==> src/rtl/fetch_controller_pkg.sv <==
// Shared definitions for the instruction fetch controller.
// Default widths, reset PC, FSM encodings and the PC step.
// Also holds a small sizing helper used by the top and its FIFO.
package fetch_controller_pkg;

  localparam int          FC_ADDR_W    = 32;
  localparam int          FC_INST_W    = 32;
  localparam logic [31:0] FC_RESET_PC  = 32'h0000_0000;
  localparam int          FC_BUF_DEPTH = 2;
  localparam int          FC_PC_INC    = 4;

  typedef enum logic [1:0] {
    S_BOOT = 2'd0,
    S_RUN  = 2'd1,
    S_HALT = 2'd2
  } fc_state_e;

  // Width of an occupancy counter able to hold 0..depth inclusive.
  function automatic int fc_cnt_w(input int depth);
    return $clog2(depth) + 1;
  endfunction

endpackage

==> src/rtl/fetch_controller_if.sv <==
// Bundles the ROM read port, the decode handshake and the core controls.
// master: fetch controller side. slave: ROM / decode / core side.
// Pure wiring, no state.
interface fetch_controller_if
  import fetch_controller_pkg::*;
#(
  parameter int ADDR_W = FC_ADDR_W,
  parameter int INST_W = FC_INST_W
) ();

  // ROM read port
  logic              rom_en;
  logic [ADDR_W-1:0] rom_addr;
  logic [INST_W-1:0] rom_data;

  // Decode handshake
  logic              inst_valid;
  logic              inst_ready;
  logic [INST_W-1:0] inst_data;
  logic [ADDR_W-1:0] inst_pc;

  // Core controls
  logic              redirect_valid;
  logic [ADDR_W-1:0] redirect_pc;
  logic              halt_req;
  logic              halted;

  modport master (
    output rom_en, rom_addr, inst_valid, inst_data, inst_pc, halted,
    input  rom_data, inst_ready, redirect_valid, redirect_pc, halt_req
  );

  modport slave (
    input  rom_en, rom_addr, inst_valid, inst_data, inst_pc, halted,
    output rom_data, inst_ready, redirect_valid, redirect_pc, halt_req
  );

endinterface

==> src/rtl/fetch_controller_fifo.sv <==
// Prefetch buffer: synchronous FIFO of {instruction, pc} entries with flush.
// Latency: a push becomes visible at the head the cycle after it is written.
// Backpressure: push ignored when full unless a pop happens the same cycle.
module fetch_controller_fifo
  import fetch_controller_pkg::*;
#(
  parameter  int DEPTH = FC_BUF_DEPTH,
  parameter  int WIDTH = FC_INST_W + FC_ADDR_W,
  localparam int PTR_W = $clog2(DEPTH),
  localparam int CNT_W = fc_cnt_w(DEPTH)
) (
  input  logic             clk,
  input  logic             rst_n,
  input  logic             push_i,
  input  logic [WIDTH-1:0] push_dat_i,
  input  logic             pop_i,
  input  logic             flush_i,
  output logic [WIDTH-1:0] head_dat_o,
  output logic             full_o,
  output logic             empty_o,
  output logic [CNT_W-1:0] count_o
);

  logic [WIDTH-1:0] mem_q [DEPTH];
  logic [PTR_W-1:0] wr_ptr_q;
  logic [PTR_W-1:0] rd_ptr_q;
  logic [CNT_W-1:0] count_q;
  logic             do_push;
  logic             do_pop;

  assign full_o     = (count_q == CNT_W'(DEPTH));
  assign empty_o    = (count_q == '0);
  assign count_o    = count_q;
  assign head_dat_o = mem_q[rd_ptr_q];

  // A flush wins over everything; a full FIFO may still accept a push alongside a pop.
  assign do_push = push_i && !flush_i && (!full_o || pop_i);
  assign do_pop  = pop_i && !flush_i && !empty_o;

  // Pointer and occupancy bookkeeping; DEPTH is a power of two so pointers wrap freely.
  always_ff @(posedge clk) begin
    if (!rst_n || flush_i) begin
      wr_ptr_q <= '0;
      rd_ptr_q <= '0;
      count_q  <= '0;
    end else begin
      if (do_push) wr_ptr_q <= wr_ptr_q + PTR_W'(1);
      if (do_pop)  rd_ptr_q <= rd_ptr_q + PTR_W'(1);
      case ({do_push, do_pop})
        2'b10:   count_q <= count_q + CNT_W'(1);
        2'b01:   count_q <= count_q - CNT_W'(1);
        default: count_q <= count_q;
      endcase
    end
  end

  // Entry storage; contents are only meaningful while counted as occupied.
  always_ff @(posedge clk) begin
    if (do_push) mem_q[wr_ptr_q] <= push_dat_i;
  end

endmodule

==> src/rtl/fetch_controller.sv <==
// Instruction fetch: owns the PC, issues ROM reads, buffers words for decode.
// Latency: first inst_valid two cycles after the first rom_en (issue, push, head).
// Backpressure: decode stall fills the buffer, then issue stops; nothing is dropped.
module fetch_controller
  import fetch_controller_pkg::*;
#(
  parameter int                ADDR_W    = FC_ADDR_W,
  parameter int                INST_W    = FC_INST_W,
  parameter logic [ADDR_W-1:0] RESET_PC  = ADDR_W'(FC_RESET_PC),
  parameter int                BUF_DEPTH = FC_BUF_DEPTH
) (
  input  logic               clk,
  input  logic               rst_n,
  fetch_controller_if.master bus_if
);

  localparam int                ENT_W   = INST_W + ADDR_W;
  localparam int                CNT_W   = fc_cnt_w(BUF_DEPTH);
  localparam logic [CNT_W:0]    DEPTH_L = (CNT_W + 1)'(BUF_DEPTH);
  localparam logic [ADDR_W-1:0] ALIGN_M = ~ADDR_W'(3);

  fc_state_e         state_q;
  logic [ADDR_W-1:0] pc_q;
  logic [ADDR_W-1:0] pc_d;
  logic [ADDR_W-1:0] tag_pc_q;
  logic              in_flight_q;
  logic              halted_q;
  logic [INST_W-1:0] hold_inst_q;
  logic [ADDR_W-1:0] hold_pc_q;

  logic              redir;
  logic              inst_vld;
  logic              pop;
  logic              push;
  logic              issue;
  logic [CNT_W:0]    demand;

  logic [ENT_W-1:0]  fifo_head;
  logic              fifo_full;
  logic              fifo_empty;
  logic [CNT_W-1:0]  fifo_count;
  logic [INST_W-1:0] head_inst;
  logic [ADDR_W-1:0] head_pc;

  assign head_inst = fifo_head[ENT_W-1:ADDR_W];
  assign head_pc   = fifo_head[ADDR_W-1:0];

  // Issue / handshake decisions for the current cycle; a redirect overrides everything.
  always_comb begin
    redir    = bus_if.redirect_valid && (state_q != S_BOOT);
    inst_vld = !fifo_empty && !redir;
    pop      = inst_vld && bus_if.inst_ready;
    // Entries staying in the buffer plus the word still coming back from the ROM.
    demand   = {1'b0, fifo_count} - {{CNT_W{1'b0}}, pop}
             + {{CNT_W{1'b0}}, in_flight_q};
    issue    = (state_q == S_RUN) && !bus_if.halt_req && !redir
             && (demand < DEPTH_L) && (!fifo_full || pop);
    // A redirect kills the returning word by simply not pushing it.
    push     = in_flight_q && !redir;
    pc_d     = pc_q;
    if (redir) begin
      pc_d = bus_if.redirect_pc & ALIGN_M;
    end else if (issue) begin
      pc_d = pc_q + ADDR_W'(FC_PC_INC);
    end
  end

  // Control FSM together with PC, in-flight tag and the registered halted flag.
  always_ff @(posedge clk) begin
    if (!rst_n) begin
      state_q     <= S_BOOT;
      pc_q        <= RESET_PC;
      tag_pc_q    <= '0;
      in_flight_q <= 1'b0;
      halted_q    <= 1'b0;
    end else begin
      pc_q        <= pc_d;
      in_flight_q <= issue;
      if (issue) tag_pc_q <= pc_q;
      case (state_q)
        S_BOOT: begin
          state_q  <= S_RUN;
          halted_q <= 1'b0;
        end
        S_RUN: begin
          // Halt only once the last issued read has landed in the buffer.
          if (!redir && bus_if.halt_req && !in_flight_q) begin
            state_q  <= S_HALT;
            halted_q <= 1'b1;
          end
        end
        S_HALT: begin
          // A redirect while halt is still requested only moves the PC.
          if (!bus_if.halt_req) begin
            state_q  <= S_RUN;
            halted_q <= 1'b0;
          end
        end
        default: begin
          state_q  <= S_BOOT;
          halted_q <= 1'b0;
        end
      endcase
    end
  end

  // Remember the last head so an empty buffer keeps presenting the previous word.
  always_ff @(posedge clk) begin
    if (!rst_n) begin
      hold_inst_q <= '0;
      hold_pc_q   <= '0;
    end else if (!fifo_empty) begin
      hold_inst_q <= head_inst;
      hold_pc_q   <= head_pc;
    end
  end

  fetch_controller_fifo #(
    .DEPTH (BUF_DEPTH),
    .WIDTH (ENT_W)
  ) u_fifo (
    .clk        (clk),
    .rst_n      (rst_n),
    .push_i     (push),
    .push_dat_i ({bus_if.rom_data, tag_pc_q}),
    .pop_i      (pop),
    .flush_i    (redir),
    .head_dat_o (fifo_head),
    .full_o     (fifo_full),
    .empty_o    (fifo_empty),
    .count_o    (fifo_count)
  );

  assign bus_if.rom_en     = issue;
  assign bus_if.rom_addr   = pc_q;
  assign bus_if.inst_valid = inst_vld;
  assign bus_if.inst_data  = fifo_empty ? hold_inst_q : head_inst;
  assign bus_if.inst_pc    = fifo_empty ? hold_pc_q : head_pc;
  assign bus_if.halted     = halted_q;

endmodule
==> src/flat_wrapper.sv <==
// flat-port wrapper written by rule: the top's interface ports become plain ports
module fetch_controller_flat import fetch_controller_pkg::*;
#(
  parameter int                ADDR_W    = FC_ADDR_W,
  parameter int                INST_W    = FC_INST_W,
  parameter logic [ADDR_W-1:0] RESET_PC  = ADDR_W'(FC_RESET_PC),
  parameter int                BUF_DEPTH = FC_BUF_DEPTH
)
  (clk, rst_n, bus_if_rom_en, bus_if_rom_addr, bus_if_inst_valid, bus_if_inst_data, bus_if_inst_pc, bus_if_halted, bus_if_rom_data, bus_if_inst_ready, bus_if_redirect_valid, bus_if_redirect_pc, bus_if_halt_req);
  fetch_controller_if #(.ADDR_W(ADDR_W), .INST_W(INST_W)) bus_if_i ();
  input  logic clk;
  input  logic rst_n;
  output wire logic [$bits(bus_if_i.rom_en)-1:0] bus_if_rom_en;
  output wire logic [$bits(bus_if_i.rom_addr)-1:0] bus_if_rom_addr;
  output wire logic [$bits(bus_if_i.inst_valid)-1:0] bus_if_inst_valid;
  output wire logic [$bits(bus_if_i.inst_data)-1:0] bus_if_inst_data;
  output wire logic [$bits(bus_if_i.inst_pc)-1:0] bus_if_inst_pc;
  output wire logic [$bits(bus_if_i.halted)-1:0] bus_if_halted;
  input wire logic [$bits(bus_if_i.rom_data)-1:0] bus_if_rom_data;
  input wire logic [$bits(bus_if_i.inst_ready)-1:0] bus_if_inst_ready;
  input wire logic [$bits(bus_if_i.redirect_valid)-1:0] bus_if_redirect_valid;
  input wire logic [$bits(bus_if_i.redirect_pc)-1:0] bus_if_redirect_pc;
  input wire logic [$bits(bus_if_i.halt_req)-1:0] bus_if_halt_req;
  assign bus_if_rom_en = bus_if_i.rom_en;
  assign bus_if_rom_addr = bus_if_i.rom_addr;
  assign bus_if_inst_valid = bus_if_i.inst_valid;
  assign bus_if_inst_data = bus_if_i.inst_data;
  assign bus_if_inst_pc = bus_if_i.inst_pc;
  assign bus_if_halted = bus_if_i.halted;
  assign bus_if_i.rom_data = bus_if_rom_data;
  assign bus_if_i.inst_ready = bus_if_inst_ready;
  assign bus_if_i.redirect_valid = bus_if_redirect_valid;
  assign bus_if_i.redirect_pc = bus_if_redirect_pc;
  assign bus_if_i.halt_req = bus_if_halt_req;
  fetch_controller #(.ADDR_W(ADDR_W), .INST_W(INST_W), .RESET_PC(RESET_PC), .BUF_DEPTH(BUF_DEPTH)) u_core (.clk(clk), .rst_n(rst_n), .bus_if(bus_if_i));
endmodule
==> config.mk <==
export PLATFORM = sky130hd
export DESIGN_NAME = fetch_controller_flat
export DESIGN_NICKNAME = d
export VERILOG_FILES = /design/src/rtl/fetch_controller_pkg.sv /design/src/rtl/fetch_controller_if.sv /design/src/rtl/fetch_controller_fifo.sv /design/src/rtl/fetch_controller.sv /design/src/flat_wrapper.sv
export SDC_FILE = /design/constraint.sdc
export NUM_CORES = 1
export LEC_CHECK = 0
export BUFFER_PORTS_ARGS = -buffer_cell sky130_fd_sc_hd__buf_2
export CAP_MARGIN = 20
export CORE_MARGIN = 5
export CORE_UTILIZATION = 45
export DETAILED_ROUTE_END_ITERATION = 8
export GPL_ROUTABILITY_DRIVEN = 1
export GPL_TIMING_DRIVEN = 0
export PLACE_DENSITY = 0.78
export SETUP_SLACK_MARGIN = 0.5
export SLEW_MARGIN = 40
export SYNTH_ARGS = -nofsm -noshare
export SYNTH_HDL_FRONTEND = slang
export SYNTH_HIERARCHICAL = 1
export SYNTH_SLANG_ARGS = --single-unit
==> constraint.sdc <==
create_clock -name clk -period 6.6 [get_ports clk]
set_clock_uncertainty 0.15 [all_clocks]
set_input_delay 0.33 -clock clk [delete_from_list [all_inputs] [get_ports clk]]
set_output_delay 0.33 -clock clk [all_outputs]
set_load 0.05 [all_outputs]
==> metrics.md <==
| Metric | Value |
|---|---|
| Outcome | complete, no violations |
| Remaining Overflow, GRT | 0 |
| CTS H-Tree Depth | 1 |
| RR Endpoint | u_core/bus_if.rom_addr[28]$_SDFFE_PN0P_ |
| CP Data Arrival Time | 4930 ps |
| DR iter-0 viols | 644 |
| Most frequent cells in the layout | 172 x buf_2, 132 x dfxtp_1, 128 x mux2_2, 128 x edfxtp_1, 78 x nand2_1 |
| Clk buf depth | 3 |
| Endpoints failing setup | 0 |
| Highest Clock Rate | 185 MHz |
| Area grow syn2layout | 27.3% |
| Critical Path Sink Type | output pin |
| I/O Buffers | 163 |
| Cell variety after synth | 57 |
| Worst r2r src | u_core/state_q[1]$_SDFFE_PN0P_ |
| Switching part of the total | 23.1% |
| Root Buffer | clkbuf_16 |
| Post-CTS setup buffers | 0 |
| CTS tree | done |
| Commonest non-fill, non-tap cell in the layout | buf_2 |
| Skew-Pair Late Insertion Delay | 530 ps |
| DP HPWL | 18000 µm |
| ANT cells | 0 |
| Post-CTS sizing | 0 |
| Yosys warns | 6 |
| Cells after Synth | 817 |
| Critical path required time | 6120 ps |
| First-pass GRT wire length | 40800 µm |
| Reg power frac | 47.5% |
| Routability congestion estimate from global placement | 0.916 |
| Hold WS | 24.5 ps |
| RSZ-0062 raised after global routing | no |
| Sequential element share of the synthesized area | 62.8% |
| Fraction of registers with async set/reset | 0% |
| Logic pwr share | 7.9% |
| Register area | 6490 µm² |
| Largest net degree at the start of global routing | 54 |
| First-pass DRT Iterations | 5 |
| Power density over the cells | 281 nW/µm² |
| Layout cells sized above 1 | 33.7% |
| Worst slew pin tran | 830 ps |
| Clk network pwr share | 44.6% |
| Cell count of the worst reg-to-reg path | 13 |
| # IOs | 168 |
| DIE WIDTH | 161 µm |
| Synth Cell Area | 10300 µm² |
| Final Max Tran Viols | 0 |
| Minimum clock period | 5410 ps |
| Hold Crit Depth | 3 |
| Fill count | 1811 |
| Clock transition at path regs | 60 ps |
| Post-DRT Antenna Nets | 0 |
| EDFF count, synth | 128 |
| Initial antenna violation count | 0 |
| Vias in the first global route | 7482 |
| DR WL/cell | 19.1 µm |
| Aggregate global-route resource usage | 19.7% |
| Top FF cell, synth | dfxtp_1 |
| Cell row count | 55 |
| Switching power | 0.851 mW |
| Core Region | 22600 µm² |
| TritonCTS Buffers | 27 |
| Die Y-Extent | 161 µm |
| Cell-internal power | 2.84 mW |
| Setup crit start kind | flip-flop |
| Hold wc startpoint | bus_if_redirect_pc[17] |
| Util after Layout | 58.0% |
| Vias per cell | 5.38 |
| Initial core utilization | 45.6% |
| DRC errors left | 0 |
| Clk sink count | 260 |
| Critical path class | reg2out |
| Flop2flop setup slack | 1620 ps |
| Maxcap violations | 0 |
| Worst Hold Path EP | u_core/bus_if.rom_addr[17]$_SDFFE_PN0P_ |
| Synthesized flop and latch total | 260 |
| Fin crit share | 82.0% |
| Overall routed net length | 26400 µm |
| Avg Inst Size Synth | 12.6 µm² |
| Relative slew margins | 44.7% |
| VDD IR-drop max | 0.144 mV |
| Worst hold path type | in2reg |
| Die ar. | 26100 µm² |
| Multi-input gate area | 3620 µm² |
| Crit Path Max Fanout | 12 |
| Via count | 7408 |
| Leakage | 4.98 nW |
| Final hold violation count | 0 |
| Fin nets | 1145 |
## worst max-delay path by stage
stage / slack [ps] / startpoint / to / depth (start not counted)
2_1_floorplan: 1480 / u_core/state_q[1]$_SDFFE_PN0P_ / u_core/u_fifo/mem_q[1][0]$_DFFE_PP_ / 8
3_3_place_gp: -710 / u_core/state_q[1]$_SDFFE_PN0P_ / u_core/u_fifo/mem_q[1][33]$_DFFE_PP_ / 8
3_5_place_dp: 1620 / u_core/state_q[1]$_SDFFE_PN0P_ / u_core/bus_if.rom_addr[28]$_SDFFE_PN0P_ / 13
4_1_cts: 1240 / u_core/state_q[1]$_SDFFE_PN0P_ / bus_if_rom_en / 14
5_1_grt: 930 / u_core/state_q[1]$_SDFFE_PN0P_ / bus_if_rom_en / 14
6_report: 1190 / u_core/state_q[1]$_SDFFE_PN0P_ / bus_if_rom_en / 14
## worst max-delay path, stage by stage (launching register included)
cell	delay (ps)
dfxtp_1	420
o21ai_2	130
inv_2	90
clkbuf_1	430
clkbuf_1	690
nor2_1	190
ha_1	330
nand2b_1	150
fa_1	390
xnor2_1	200
and4_1	350
nand2_1	100
inv_1	180
clkbuf_1	390
buf_2	360
## stage by stage
step / setup TNS [ps] / cells / setup WS, ps / instance area (µm²) / total power, mW
6_report: 0 / 1378 / 1190 / 13100 / 3.69
5_1_grt: 0 / 1378 / 930 / 13100 / 3.81
4_1_cts: 0 / 1378 / 1240 / 13100 / 3.71
3_5_place_dp: 0 / 1275 / 1620 / 11600 / 2.05
3_3_place_gp: -44740 / 1270 / -707 / 11500 / 2.04
2_1_floorplan: 0 / 822 / 1480 / 10300 / 1.96
## cell type report
class | instances | area share, %
sequential | 260 | 49.4
multi-input combinational | 502 | 27.5
timing repair buffer | 221 | 11.0
clock buffer | 30 | 5.47
tap | 285 | 2.71
clock inverter | 20 | 1.98
buffer | 48 | 1.57
inverter | 12 | 0.381
## Yosys cell counts (all sizes together) (3+ instances only)
cell	count	share of area [%]
dfxtp	132	26
edfxtp	128	37
mux2	128	14
nand2	79	2.9
and2	66	4.0
a21oi	41	2.0
o21ai	35	1.7
clkbuf	34	1.2
nor2	15	0.55
buf	14	0.76
inv	11	0.40
nor3	11	0.53
a31oi	10	0.61
nand3	10	0.48
nand4	10	0.61
nor4	9	0.75
a211oi	8	0.58
and4	8	0.70
or3	7	0.42
a311oi	6	0.51
and3	6	0.36
xnor2	6	0.51
nand2b	4	0.24
o21a	4	0.29
or4	4	0.33
ha	3	0.36
o211ai	3	0.22
o31ai	3	0.22
## repair_timing
| action | 4_1_cts | 5_1_grt |
|---|---|---|
| endpoints found under the setup margin | 0 | 0 |
| hold buffers | 53 | 0 |
| endpoints found under the hold margin | 86 | 0 |
## state kept, by name, summed over array words and instances (netlist names), named ones only
name	count
u_core/in_flight_q	1
u_core/hold_pc_q	32
u_core/u_fifo/rd_ptr_q	1
u_core/bus_if.rom_addr	30
u_core/hold_inst_q	32
u_core/state_q	2
u_core/u_fifo/wr_ptr_q	1
u_core/u_fifo/mem_q	128
u_core/tag_pc_q	30
u_core/u_fifo/count_o	2
## kinds of logic (layout without fill, tap and decap cells)
kind of cell    count (synthesis)  after routing  synth area share (%)
flops                         260            260                  62.8
simple gates                  236            236                  12.5
xor+xnor                        8              8                 0.679
mux                           129            129                  14.1
fa+ha+maj                       4              4                 0.558
buf+inv                        60            331                  2.44
compound gates                119            119                  6.93
other cells                     1              6                0.0363
## power groups by stage
stage | logic [mW] | clock network (mW) | registers [mW]
after global placement | 0.261 | 0 | 1.78
after global routing | 0.310 | 1.75 | 1.75
after floorplan | 0.130 | 0 | 1.82
after detailed placement | 0.265 | 0 | 1.78
final | 0.293 | 1.64 | 1.75
after CTS | 0.292 | 1.67 | 1.75
## routing by layer
| metal | share of wire (%) | GRT usage (%) | vias up |
|---|---|---|---|
| li1 | - | - | 3481 |
| met1 | 41 | 25.3 | 3580 |
| met2 | 49 | 33.8 | 294 |
| met3 | 6.8 | 3.67 | 53 |
| met4 | 3.3 | 6.67 | 0 |
| met5 | 0 | 0 | - |
(Power assumes the default switching activity.)
